$ cat src/rtl/addsub_pkg.sv
// rtl/addsub_pkg.sv - FSM encoding, mode constants and saturation helper for addsub_serial
package addsub_pkg;

    typedef enum logic [1:0] {
        ST_IDLE = 2'd0,
        ST_RUN  = 2'd1,
        ST_DONE = 2'd2
    } state_t;

    localparam logic MODE_ADD = 1'b1;
    localparam logic MODE_SUB = 1'b0;

    localparam int SAT_MAX_W = 64;

    // Most positive (sign=0) or most negative (sign=1) value of a width-bit
    // two's-complement number, right-aligned in a SAT_MAX_W-bit word.
    function automatic logic [SAT_MAX_W-1:0] sat_value(input int width, input logic sign);
        logic [SAT_MAX_W-1:0] msb;
        msb = SAT_MAX_W'(1) << (width - 1);
        return sign ? msb : (msb - SAT_MAX_W'(1));
    endfunction

endpackage

$ cat src/rtl/addsub_chunk.sv
// rtl/addsub_chunk.sv - CHUNK-bit ripple adder slice with carry-out and carry-into-MSB
module addsub_chunk #(
    parameter int CHUNK = 4
) (
    input  logic [CHUNK-1:0] a,
    input  logic [CHUNK-1:0] b,
    input  logic             cin,
    output logic [CHUNK-1:0] sum,
    output logic             cout,
    output logic             cmsb
);

    logic [CHUNK:0] full;

    assign full = {1'b0, a} + {1'b0, b} + {{CHUNK{1'b0}}, cin};
    assign sum  = full[CHUNK-1:0];
    assign cout = full[CHUNK];
    // The carry into the top bit is recovered from that bit's own sum.
    assign cmsb = a[CHUNK-1] ^ b[CHUNK-1] ^ sum[CHUNK-1];

endmodule

$ cat src/rtl/addsub_serial.sv
// rtl/addsub_serial.sv - digit-serial add/sub, CHUNK bits per cycle; ADDSUB_SAT_EN enables saturation
module addsub_serial
    import addsub_pkg::*;
#(
    parameter int WIDTH = 16,
    parameter int CHUNK = 4
) (
    input  logic             clk,
    input  logic             rst,
    input  logic             in_valid,
    output logic             in_ready,
    input  logic [WIDTH-1:0] a,
    input  logic [WIDTH-1:0] b,
    input  logic             m,
    output logic             out_valid,
    input  logic             out_ready,
    output logic [WIDTH-1:0] s,
    output logic             c,
    output logic             v,
    output logic             z,
    output logic             n
);

    localparam int NCHUNK = WIDTH / CHUNK;
    localparam int IW = (NCHUNK > 1) ? $clog2(NCHUNK) : 1;
    localparam logic [IW-1:0] LAST = IW'(NCHUNK - 1);

    state_t state, state_next;

    logic [WIDTH-1:0]       a_reg, b_reg, s_reg, s_final;
    logic [WIDTH+CHUNK-1:0] s_cat;
    logic [IW-1:0]          idx;
    logic                   carry, c_reg, v_reg;
    logic [CHUNK-1:0]       sum_chunk;
    logic                   cout, cmsb;

    addsub_chunk #(.CHUNK(CHUNK)) u_chunk (
        .a    (a_reg[CHUNK-1:0]),
        .b    (b_reg[CHUNK-1:0]),
        .cin  (carry),
        .sum  (sum_chunk),
        .cout (cout),
        .cmsb (cmsb)
    );

    always_ff @(posedge clk) begin
        if (rst) state <= ST_IDLE;
        else     state <= state_next;
    end

    always_comb begin
        state_next = state;
        case (state)
            ST_IDLE: if (in_valid) state_next = ST_RUN;
            ST_RUN:  if (idx == LAST) state_next = ST_DONE;
            ST_DONE: if (out_ready) state_next = ST_IDLE;
            default: state_next = ST_IDLE;
        endcase
    end

    always_comb begin
        in_ready  = 1'b0;
        out_valid = 1'b0;
        case (state)
            ST_IDLE: in_ready  = 1'b1;
            ST_DONE: out_valid = 1'b1;
            default: ;
        endcase
    end

    // Operands shift right one chunk per RUN cycle; sum chunks enter s from the top,
    // so after NCHUNK cycles the first chunk has reached bit 0.
    assign s_cat = {sum_chunk, s_reg};

`ifdef ADDSUB_SAT_EN
    logic a_sign;
`endif

    always_ff @(posedge clk) begin
        if (rst) begin
            a_reg <= '0;
            b_reg <= '0;
            s_reg <= '0;
            idx   <= '0;
            carry <= 1'b0;
            c_reg <= 1'b0;
            v_reg <= 1'b0;
`ifdef ADDSUB_SAT_EN
            a_sign <= 1'b0;
`endif
        end else begin
            case (state)
                ST_IDLE: if (in_valid) begin
                    a_reg <= a;
                    b_reg <= (m == MODE_ADD) ? b : ~b;
                    carry <= (m == MODE_SUB);
                    idx   <= '0;
                    c_reg <= 1'b0;
                    v_reg <= 1'b0;
`ifdef ADDSUB_SAT_EN
                    a_sign <= a[WIDTH-1];
`endif
                end
                ST_RUN: begin
                    a_reg <= a_reg >> CHUNK;
                    b_reg <= b_reg >> CHUNK;
                    s_reg <= s_cat[WIDTH+CHUNK-1:CHUNK];
                    carry <= cout;
                    idx   <= idx + IW'(1);
                    if (idx == LAST) begin
                        c_reg <= cout;
                        v_reg <= cout ^ cmsb;
                    end
                end
                default: ;
            endcase
        end
    end

`ifdef ADDSUB_SAT_EN
    assign s_final = v_reg ? WIDTH'(sat_value(WIDTH, a_sign)) : s_reg;
`else
    assign s_final = s_reg;
`endif

    assign s = s_final;
    assign c = c_reg;
    assign v = v_reg;
    assign z = out_valid & ~|s_final;
    assign n = out_valid & s_final[WIDTH-1];

endmodule

$ cat config.mk
export PLATFORM = sky130hd
export DESIGN_NAME = addsub_serial
export DESIGN_NICKNAME = d
export VERILOG_FILES = /design/src/rtl/addsub_pkg.sv /design/src/rtl/addsub_chunk.sv /design/src/rtl/addsub_serial.sv
export SDC_FILE = /design/constraint.sdc
export NUM_CORES = 1
export LEC_CHECK = 0
export CAP_MARGIN = 20
export CORE_MARGIN = 1.5
export CORE_UTILIZATION = 46
export CTS_CLUSTER_DIAMETER = 120
export DETAILED_ROUTE_END_ITERATION = 8
export PLACE_DENSITY = 0.74
export SETUP_SLACK_MARGIN = 0.02
export SLEW_MARGIN = 40
export SYNTH_ARGS = -nofsm -noshare
export SYNTH_HDL_FRONTEND = slang
export SYNTH_SLANG_ARGS = --single-unit
$ cat constraint.sdc
create_clock -name clk -period 1.75 [get_ports clk]
set_input_delay 0.525 -clock clk [delete_from_list [all_inputs] [get_ports clk]]
set_output_delay 0.525 -clock clk [all_outputs]
set_load 0.03 [all_outputs]
==> results of run 1 <==
stage by stage:
stage | power (mW) | setup WS, ns | setup TNS (ns) | std cells
2_1_floorplan | 1.81 | 0.0378 | 0 | 329
3_3_place_gp | 2.01 | -0.0545 | -1.07 | 458
3_5_place_dp | 2.03 | -0.123 | -2.48 | 458
4_1_cts | 2.66 | -0.0885 | -0.0885 | 464
5_1_grt | 2.80 | -0.196 | -0.259 | 464
6_report | 2.65 | -0.131 | -0.131 | 464
layout by cell type (no fill, tap or decap), types with 2 or more instances in the layout:
cell              n
nand3_2           2
dfxtp_2           5
nor4_4            2
buf_4            25
a21oi_1          31
nor2_1           53
o21ai_1          11
a211oi_1          2
buf_12            2
fa_2              2
buf_6             2
nand2_1          43
dfxtp_1          50
clkdlybuf4s50_1  35
nor2_2            2
dlygate4sd2_1    16
nand2b_1          2
nor2b_1          24
nor3_2           11
clkbuf_8          5
nor2b_4           2
ha_1              4
xnor2_1          17
o31ai_1           2
nand3b_1          2
a22oi_1          21
xor2_1            2
timing repair:
action                     CTS  global route
hold buffers                 0             0
resized for setup           29            10
pin swaps                    3             2
setup endpoints to repair   24             4
final cells by class:
type	instances	area, µm²	share of cell area (%)
Multi-Input combinational cell	247	1510	42.6
Sequential cell	55	1110	31.2
Timing Repair Buffer	83	761	21.4
Tap cell	72	90.1	2.54
Clock buffer	6	72.6	2.05
Inverter	1	3.75	0.106
worst max-delay path, stage by stage, from the launching register on:
cell and delay, ns:
dfxtp_2 0.35, nor4_4 0.30, nand3_2 0.14, nor2_2 0.12, buf_6 0.14
routing by layer:
| metal | track usage (%) | vias to the layer above | part of all wire, % |
|---|---|---|---|
| li1 | - | 1220 | - |
| met4 | 4.48 | 0 | 1.0 |
| met3 | 3.54 | 7 | 3.7 |
| met1 | 23.6 | 1110 | 42 |
| met2 | 38.6 | 59 | 53 |
| met5 | 0 | - | 0 |
where the power goes:
part	switching [mW]	internal, mW	leakage, nW	total, mW
clock	0.370	0.268	0.0371	0.638
combinational	0.310	0.313	0.962	0.623
sequential	0.0621	1.33	0.452	1.39
total	0.742	1.91	1.45	2.65
logic make-up (layout without fill, tap and decap cells):
family,count (synthesis),after routing,synth area share (%)
compound gates,72,72,16.2
xor+xnor,19,19,6.13
fa+ha+maj,6,6,3.32
buf+inv,27,90,6.22
flops,55,55,40.6
simple gates,150,150,27.6
worst max-delay path by stage:
stage / startpoint / slack [ns] / end
after floorplan: a_reg[0] / 0.04 / v
after global placement: in_valid / -0.05 / a_reg[13]
after detailed placement: in_valid / -0.12 / a_reg[15]
after CTS: s[0] / -0.09 / z
after global routing: s[0] / -0.20 / z
final: s[0] / -0.13 / z
==> impl_metrics.csv, run 1 <==
group,metric,value,unit
critical_path,r2r_start,"a_reg[0]",
sta,worstMarginPinSlew,0.379,ns
sta,hold_viol_final,0,
logic_synthesis,synth_top_area_share,40.6,%
finish,stdcell_area,3550,µm²
logic_synthesis,synthTopCellsByCount,"dfxtp_1 (55), nor2_1 (54), nand2_1 (44), a21oi_1 (31), nor2b_1 (25)",
critical_path,crit_required,1.22,ns
drt,drt_iter0_markers,91,
drt,drc,0,
global_routing,grt_max_degree,24,
drt,vias,2396,
drt,avgViaCountPerCell,5.16,
cts,cts_root_buf,"clkbuf_8",
placed_design,hpwl,4.41,mm
logic_synthesis,synth_most_common_cell,"dfxtp_1",
finish,num-nets-final,436,
global_routing,grt_pass1_wl,10.3,mm
logic_synthesis,synth_seq_area_share,40.6,%
drt,first_pass_iters,4,
placed_design,portBuffers,58,
die,num_rows,27,
cts,clockBufferDepth,2,
cts,numCtsBuffers,5,
cts,clock_latency,0.29,ns
sta,setup_viol,1,
run_status,status,"complete, but fails checks",
drt,wl_per_cell,13.1,µm
logic_synthesis,synthTopCellsByArea,"dfxtp_1 (41%), nor2_1 (7.5%), nand2_1 (6.1%)",
sta,final_max_slew_viol_count,0,
cts,post_cts_buffers,0,
die,die_w,79.8,µm
logic_synthesis,yosys.area.top_type,"dfxtp_1",
logic_synthesis,syn_area_per_cell,8.25,µm²
sta,max_freq,0.532,GHz
die,start_util,48.4,%
sta,post-route-min-period,1.88,ns
critical_path,end_kind,"output pin",
finish,n_fill_cell,531,
drt,ant_nets,0,
global_routing,grt_pass1_vias,2252,
finish,fin_util,63.3,%
hold_path,hold_depth,2,
logic_synthesis,yosys_warnings,0,
placed_design,gp_congestion,0.799,
logic_synthesis,synth_edf_count,0,
run_status,failed_checks,"setup timing",
power,powerDensity,748,nW/µm²
global_routing,grt.total_usage,20.4,%
logic_synthesis,syn_nets,372,
critical_path,crit_type,"reg -> out",
critical_path,r2r_end,"v",
logic_synthesis,synth_area,2710,µm²
die,io_pins,59,
finish,area_delta_synth_final,30.7,%
die,coreArea,5610,µm²
sta,setup_slack,-0.131,ns
global_routing,gr-total-overflow,0,
sta,relSlewSlack,74.7,%
sta,period_share,107,%
cts,cts_tree,"done",
global_routing,antenna_found_initial,0,
critical_path,worstPathMaxFanout,3,
sta,fin_hold_ws,0.470,ns
run,max_cap_violations,0,
logic_synthesis,ys.flop_type,"dfxtp_1",
logic_synthesis,synth-seq-cells,55,
logic_synthesis,async_reset_ff_share,0,%
sta,skew,0.00674,ns
die,die_y,79.8,µm
critical_path,cp-start-kind,"flop",
logic_synthesis,yosysUniqueCellTypes,35,
drt,detail_route.wirelength,6.07,mm
cts,clock_sinks,55,
power,p_leak,1.45,nW
hold_path,min_from,"c",
sta,rsz0062_at_grt,"true",
power,vdd_drop_max,0.501,mV
hold_path,worst_hold_path.endpoint,"c",
die,die_area,6370,µm²
placed_design,dpl-instance-area,3430,µm²
critical_path,critPathArrivalTime,1.36,ns
hold_path,worstHoldPathType,"reg -> reg",
critical_path,rr_worst_depth,6,
logic_synthesis,netlist_instances,329,
cts,path_clk_slew,0.09,ns
cts,htreeDepth,2,
finish,layout-drive-gt1-share,16.8,%
finish,diodes,0,
critical_path,rrSetupSlack,0.02,ns
Power figures use the tool's default switching activity.
==> run 2, diff against run 1 <==
- MAX_ROUTING_LAYER: not set -> met4
==> impl_metrics.csv, run 2 (same netlist as run 1, synthesis figures left out) <==
group,metric,value,unit
run_status,status,"complete, but fails checks",
run_status,failed_checks,"setup timing",
critical_path,crit_type,"reg -> out",
global_routing,grt_max_degree,24,
cts,path_clk_slew,0.09,ns
critical_path,critPathTopFamily,"simple AND/OR/NAND/NOR gates",
global_routing,antenna_found_initial,0,
critical_path,worstPathMaxFanout,3,
global_routing,gr-total-overflow,0,
cts,htreeDepth,2,
hold_path,worstHoldPathType,"reg -> reg",
sta,rsz0062_at_grt,"true",
finish,num-nets-final,436,
critical_path,critPathArrivalTime,1.36,ns
drt,detail_route.wirelength,6.07,mm
finish,layout-drive-gt1-share,16.8,%
power,p_leak,1.45,nW
power,total_power,2.66,mW
sta,setup_slack,-0.136,ns
cts,clock_sinks,55,
sta,relSlewSlack,74.7,%
placed_design,hpwl,4.41,mm
sta,worstMarginPinSlew,0.380,ns
die,die_y,79.8,µm
critical_path,critical_path_buf_inv_count,1,
placed_design,dpl-instance-area,3430,µm²
drt,first_pass_iters,4,
critical_path,rrSetupSlack,0.02,ns
finish,fin_util,63.3,%
sta,setup_viol,1,
die,coreArea,5610,µm²
die,num_rows,27,
drt,avgViaCountPerCell,5.17,
cts,cts_root_buf,"clkbuf_8",
critical_path,crit_required,1.22,ns
run,max_cap_violations,0,
cts,numCtsBuffers,5,
cts,clock_latency,0.29,ns
power,powerDensity,749,nW/µm²
drt,wl_per_cell,13.1,µm
critical_path,cp-start-kind,"flop",
die,io_pins,59,
power,vdd_drop_max,0.500,mV
die,start_util,48.4,%
placed_design,pre_cts_ws,-0.123,ns
sta,fin_hold_ws,0.470,ns
placed_design,gp_congestion,0.810,
critical_path,slowest_delay,0.35,ns
global_routing,grt_pass1_wl,10.3,mm
cts,post_cts_buffers,0,
global_routing,grt.total_usage,21.0,%
die,die_w,79.8,µm
finish,fin_cells,464,
sta,skew,0.00657,ns
drt,drt_iter0_markers,110,
finish,area_delta_synth_final,30.7,%
critical_path,path_cells,"nor4_4 -> nand3_2 -> nor2_2 -> buf_6",
cts,cts_tree,"done",
drt,vias,2398,
sta,period_share,108,%
drt,drc,0,
cts,clockBufferDepth,2,
sta,hold_viol_final,0,
sta,fin_tns_setup,-0.136,ns
finish,layout_common_cells,"nor2_1 (53), dfxtp_1 (50), nand2_1 (43)",
sta,final_max_slew_viol_count,0,
finish,final_common_cell,"nor2_1",
finish,diodes,0,
finish,stdcell_area,3550,µm²
placed_design,portBuffers,58,
die,die_area,6370,µm²
sta,post-route-min-period,1.89,ns
sta,max_freq,0.530,GHz
drt,ant_nets,0,
global_routing,grt_pass1_vias,2249,
placed_design,dp_cells,458,
critical_path,cp_slowest_cell,"dfxtp_2",
critical_path,end_kind,"output pin",
run 2: cell counts in the layout (fill, tap and decap cells not counted):
Identical to the previous run, type by type.
run 2: timing repair:
action / in CTS / in global routing
pin swaps: 3 / 2
setup endpoints to repair: 24 / 4
hold buffers: 0 / 0
gates resized for setup: 29 / 10
run 2: tightest hold or removal path, stage by stage, from the launching register on:
cell and delay (ns):
dfxtp_1 0.32, nand2_1 0.05, a21oi_1 0.06
run 2: report_power, final:
part	leakage [nW]	internal, mW	switching [mW]
registers	0.452	1.33	0.0621
logic	0.962	0.313	0.310
clock network	0.0371	0.268	0.370
run 2: worst paths after layout:
check            from  end  depth (start not counted)
max reg2reg  a_reg[0]    v                          6
min reg2reg         c    c                          2
min                 c    c                          2
max              s[0]    z                          4
run 2: cell type report:
cell class                      count  area, µm²
Timing Repair Buffer               83        761
Tap cell                           72       90.1
Fill cell                         531       2060
Inverter                            1       3.75
Multi-Input combinational cell    247       1510
Sequential cell                    55       1110
Clock buffer                        6       72.6
run 2: metal layers:
metal | share of wire, % | vias up | global-route usage (%)
li1 | - | 1220 | -
met1 | 42 | 1111 | 23.8
met2 | 53 | 60 | 38.6
met3 | 3.8 | 7 | 3.54
met4 | 1.0 | 0 | 4.48
met5 | 0 | - | -
==> RTL edit (config.mk and constraints of run 2) <==
`CHUNK` is set to 4 in 2 places; all go to 8.
--- a/src/rtl/addsub_chunk.sv
+++ b/src/rtl/addsub_chunk.sv
@@ -1,5 +1,5 @@
 // rtl/addsub_chunk.sv - CHUNK-bit ripple adder slice with carry-out and carry-into-MSB
 module addsub_chunk #(
-    parameter int CHUNK = 4
+    parameter int CHUNK = 8
 ) (
     input  logic [CHUNK-1:0] a,
--- a/src/rtl/addsub_serial.sv
+++ b/src/rtl/addsub_serial.sv
@@ -4,5 +4,5 @@
 #(
     parameter int WIDTH = 16,
-    parameter int CHUNK = 4
+    parameter int CHUNK = 8
 ) (
     input  logic             clk,
Function: changed (Yosys sat finds a counterexample within 4 cycles, from zero or initial values and one cycle with rst high).
==> RTL edit against run 2 <==
The flow still finishes with violations (setup timing); sequential cell count decreased by 1; highest routed layer unchanged; setup slack got worse by 250 ps; clock power increased by 29%; sequential share of layout area decreased by 2.4 points; critical path depth increased by 7; wire length increased by 14%; via count increased by 6.7%; global-route usage increased by 2.5 points; final area increased by 6.0%; total power increased by 20%; synthesized area decreased by 2.2%.
==> RTL edit: results (changes against run 2) <==
[metrics] outcome: finished, violations left
[metrics] failing checks: setup timing
[metrics] fin nets: 457 (+4.8%)
[metrics] Critical Setup Path Class: flop to flop
[metrics] worst-path fanout max: 2 (-1)
[metrics] first-pass GRT wire length: 11,410 um (+11%)
[metrics] Worst Reg-to-Reg Cells: 11 (+5)
[metrics] post-synthesis net count: 381 (+2.4%)
[metrics] leakage dissipation: 1.613 nW (+11%)
[metrics] post-detailed-routing wire length: 6907 um (+14%)
[metrics] Tot GR Track Use: 0.2347 (+0.02495)
[metrics] Placed Cells incl. Taps: 470 (+2.6%)
[metrics] placer congestion estimate: 0.9276 (+14%)
[metrics] met3 capacity usage during global routing: 0.04023 (+0.004801)
[metrics] largest net degree at the start of global routing: 32 (+33%)
[metrics] GRT met2 Usage: 0.3932 (+0.006722)
[metrics] unique cell type count in the Yosys netlist: 37 (+5.7%)
[metrics] post-cts repair resize count: 34 (+17%)
[metrics] clock insertion delay at the later pin of the skew report: 310 ps (+20 ps)
[metrics] critical path's slowest cell: sky130_fd_sc_hd__or4_4
[metrics] Max rail drop VDD: 0.4195 mV (-16%)
[metrics] ranking of synthesized cells by area: sky130_fd_sc_hd__dfxtp_1, sky130_fd_sc_hd__nor2_1, sky130_fd_sc_hd__a21oi_1, sky130_fd_sc_hd__a22oi_1, sky130_fd_sc_hd__nor2b_1
[metrics] gate count after technology mapping: 335 (+1.8%)
[metrics] Least-Margin Pin Slew: 404.6 ps (+24.72 ps)
[metrics] number of buffers inserted by post-CTS setup repair: 2 (+2)
[metrics] CP peak stage delay: 420 ps (+70 ps)
[metrics] final setup vio count: 9 (+8)
[metrics] DRT iter0 DRCs: 201 (+83%)
[metrics] total via count after detailed routing: 2,558 (+6.7%)
[metrics] final worst setup slack: -389.9 ps (-253.5 ps)
[metrics] number of global-route vias before repair: 2,398 (+6.6%)
## RTL edit: worst min-delay path, delay by kind of cell (launching register included)
kind | cells | cell delay, ps
DFF | 1 | 320
and+or+nand+nor | 1 | 50
AOI/OAI and AO/OA | 1 | 50
## RTL edit: through the flow
stage | setup slack, ps | TNS [ps] | cell area (um2) | power, W | hold WS, ps
floorplan | -314.7 | -841.4 | 2669 | 0.001940 | 452.1
global placement | -276.9 | -5990 | 3466 | 0.002286 | 453.6
detailed placement | -320.7 | -6921 | 3466 | 0.002299 | 464.6
CTS | -310.7 | -1574 | 3640 | 0.003115 | 472.7
global route | -472.1 | -2807 | 3759 | 0.003370 | 503.7
finish | -389.9 | -2134 | 3759 | 0.003196 | 470.6
## RTL edit: logic make-up after synthesis
logic type	synth area share
DFF	0.4072
AOI/OAI and AO/OA	0.1796
adders and majority gates	0.04807
and+or+nand+nor	0.2630
xor gates and xnor gates	0.05938
buffers and inverters	0.04288
## RTL edit: power groups by stage
stage / sequential (W) / clock [W] / combinational, W
6_report: 0.00140 / 0.000823 / 0.000968
3_5_place_dp: 0.00143 / 0 / 0.000870
3_3_place_gp: 0.00142 / 0 / 0.000861
2_1_floorplan: 0.00147 / 0 / 0.000474
5_1_grt: 0.00142 / 0.000887 / 0.00107
4_1_cts: 0.00140 / 0.000828 / 0.000883
## RTL edit: layout make-up
type / count / share of cell area
Clock buffer: 7 / 0.02031
Clock inverter: 1 / 0.007989
Inverter: 4 / 0.003995
Sequential cell: 54 / 0.2883
Multi-Input combinational cell: 252 / 0.4228
Tap cell: 72 / 0.02397
Timing Repair Buffer: 94 / 0.2327
## RTL edit: routing by layer
layer,vias up,wire (um)
li1,1293,-
met1,1183,3018
met2,74,3520
met3,8,285
met4,0,82
met5,-,0
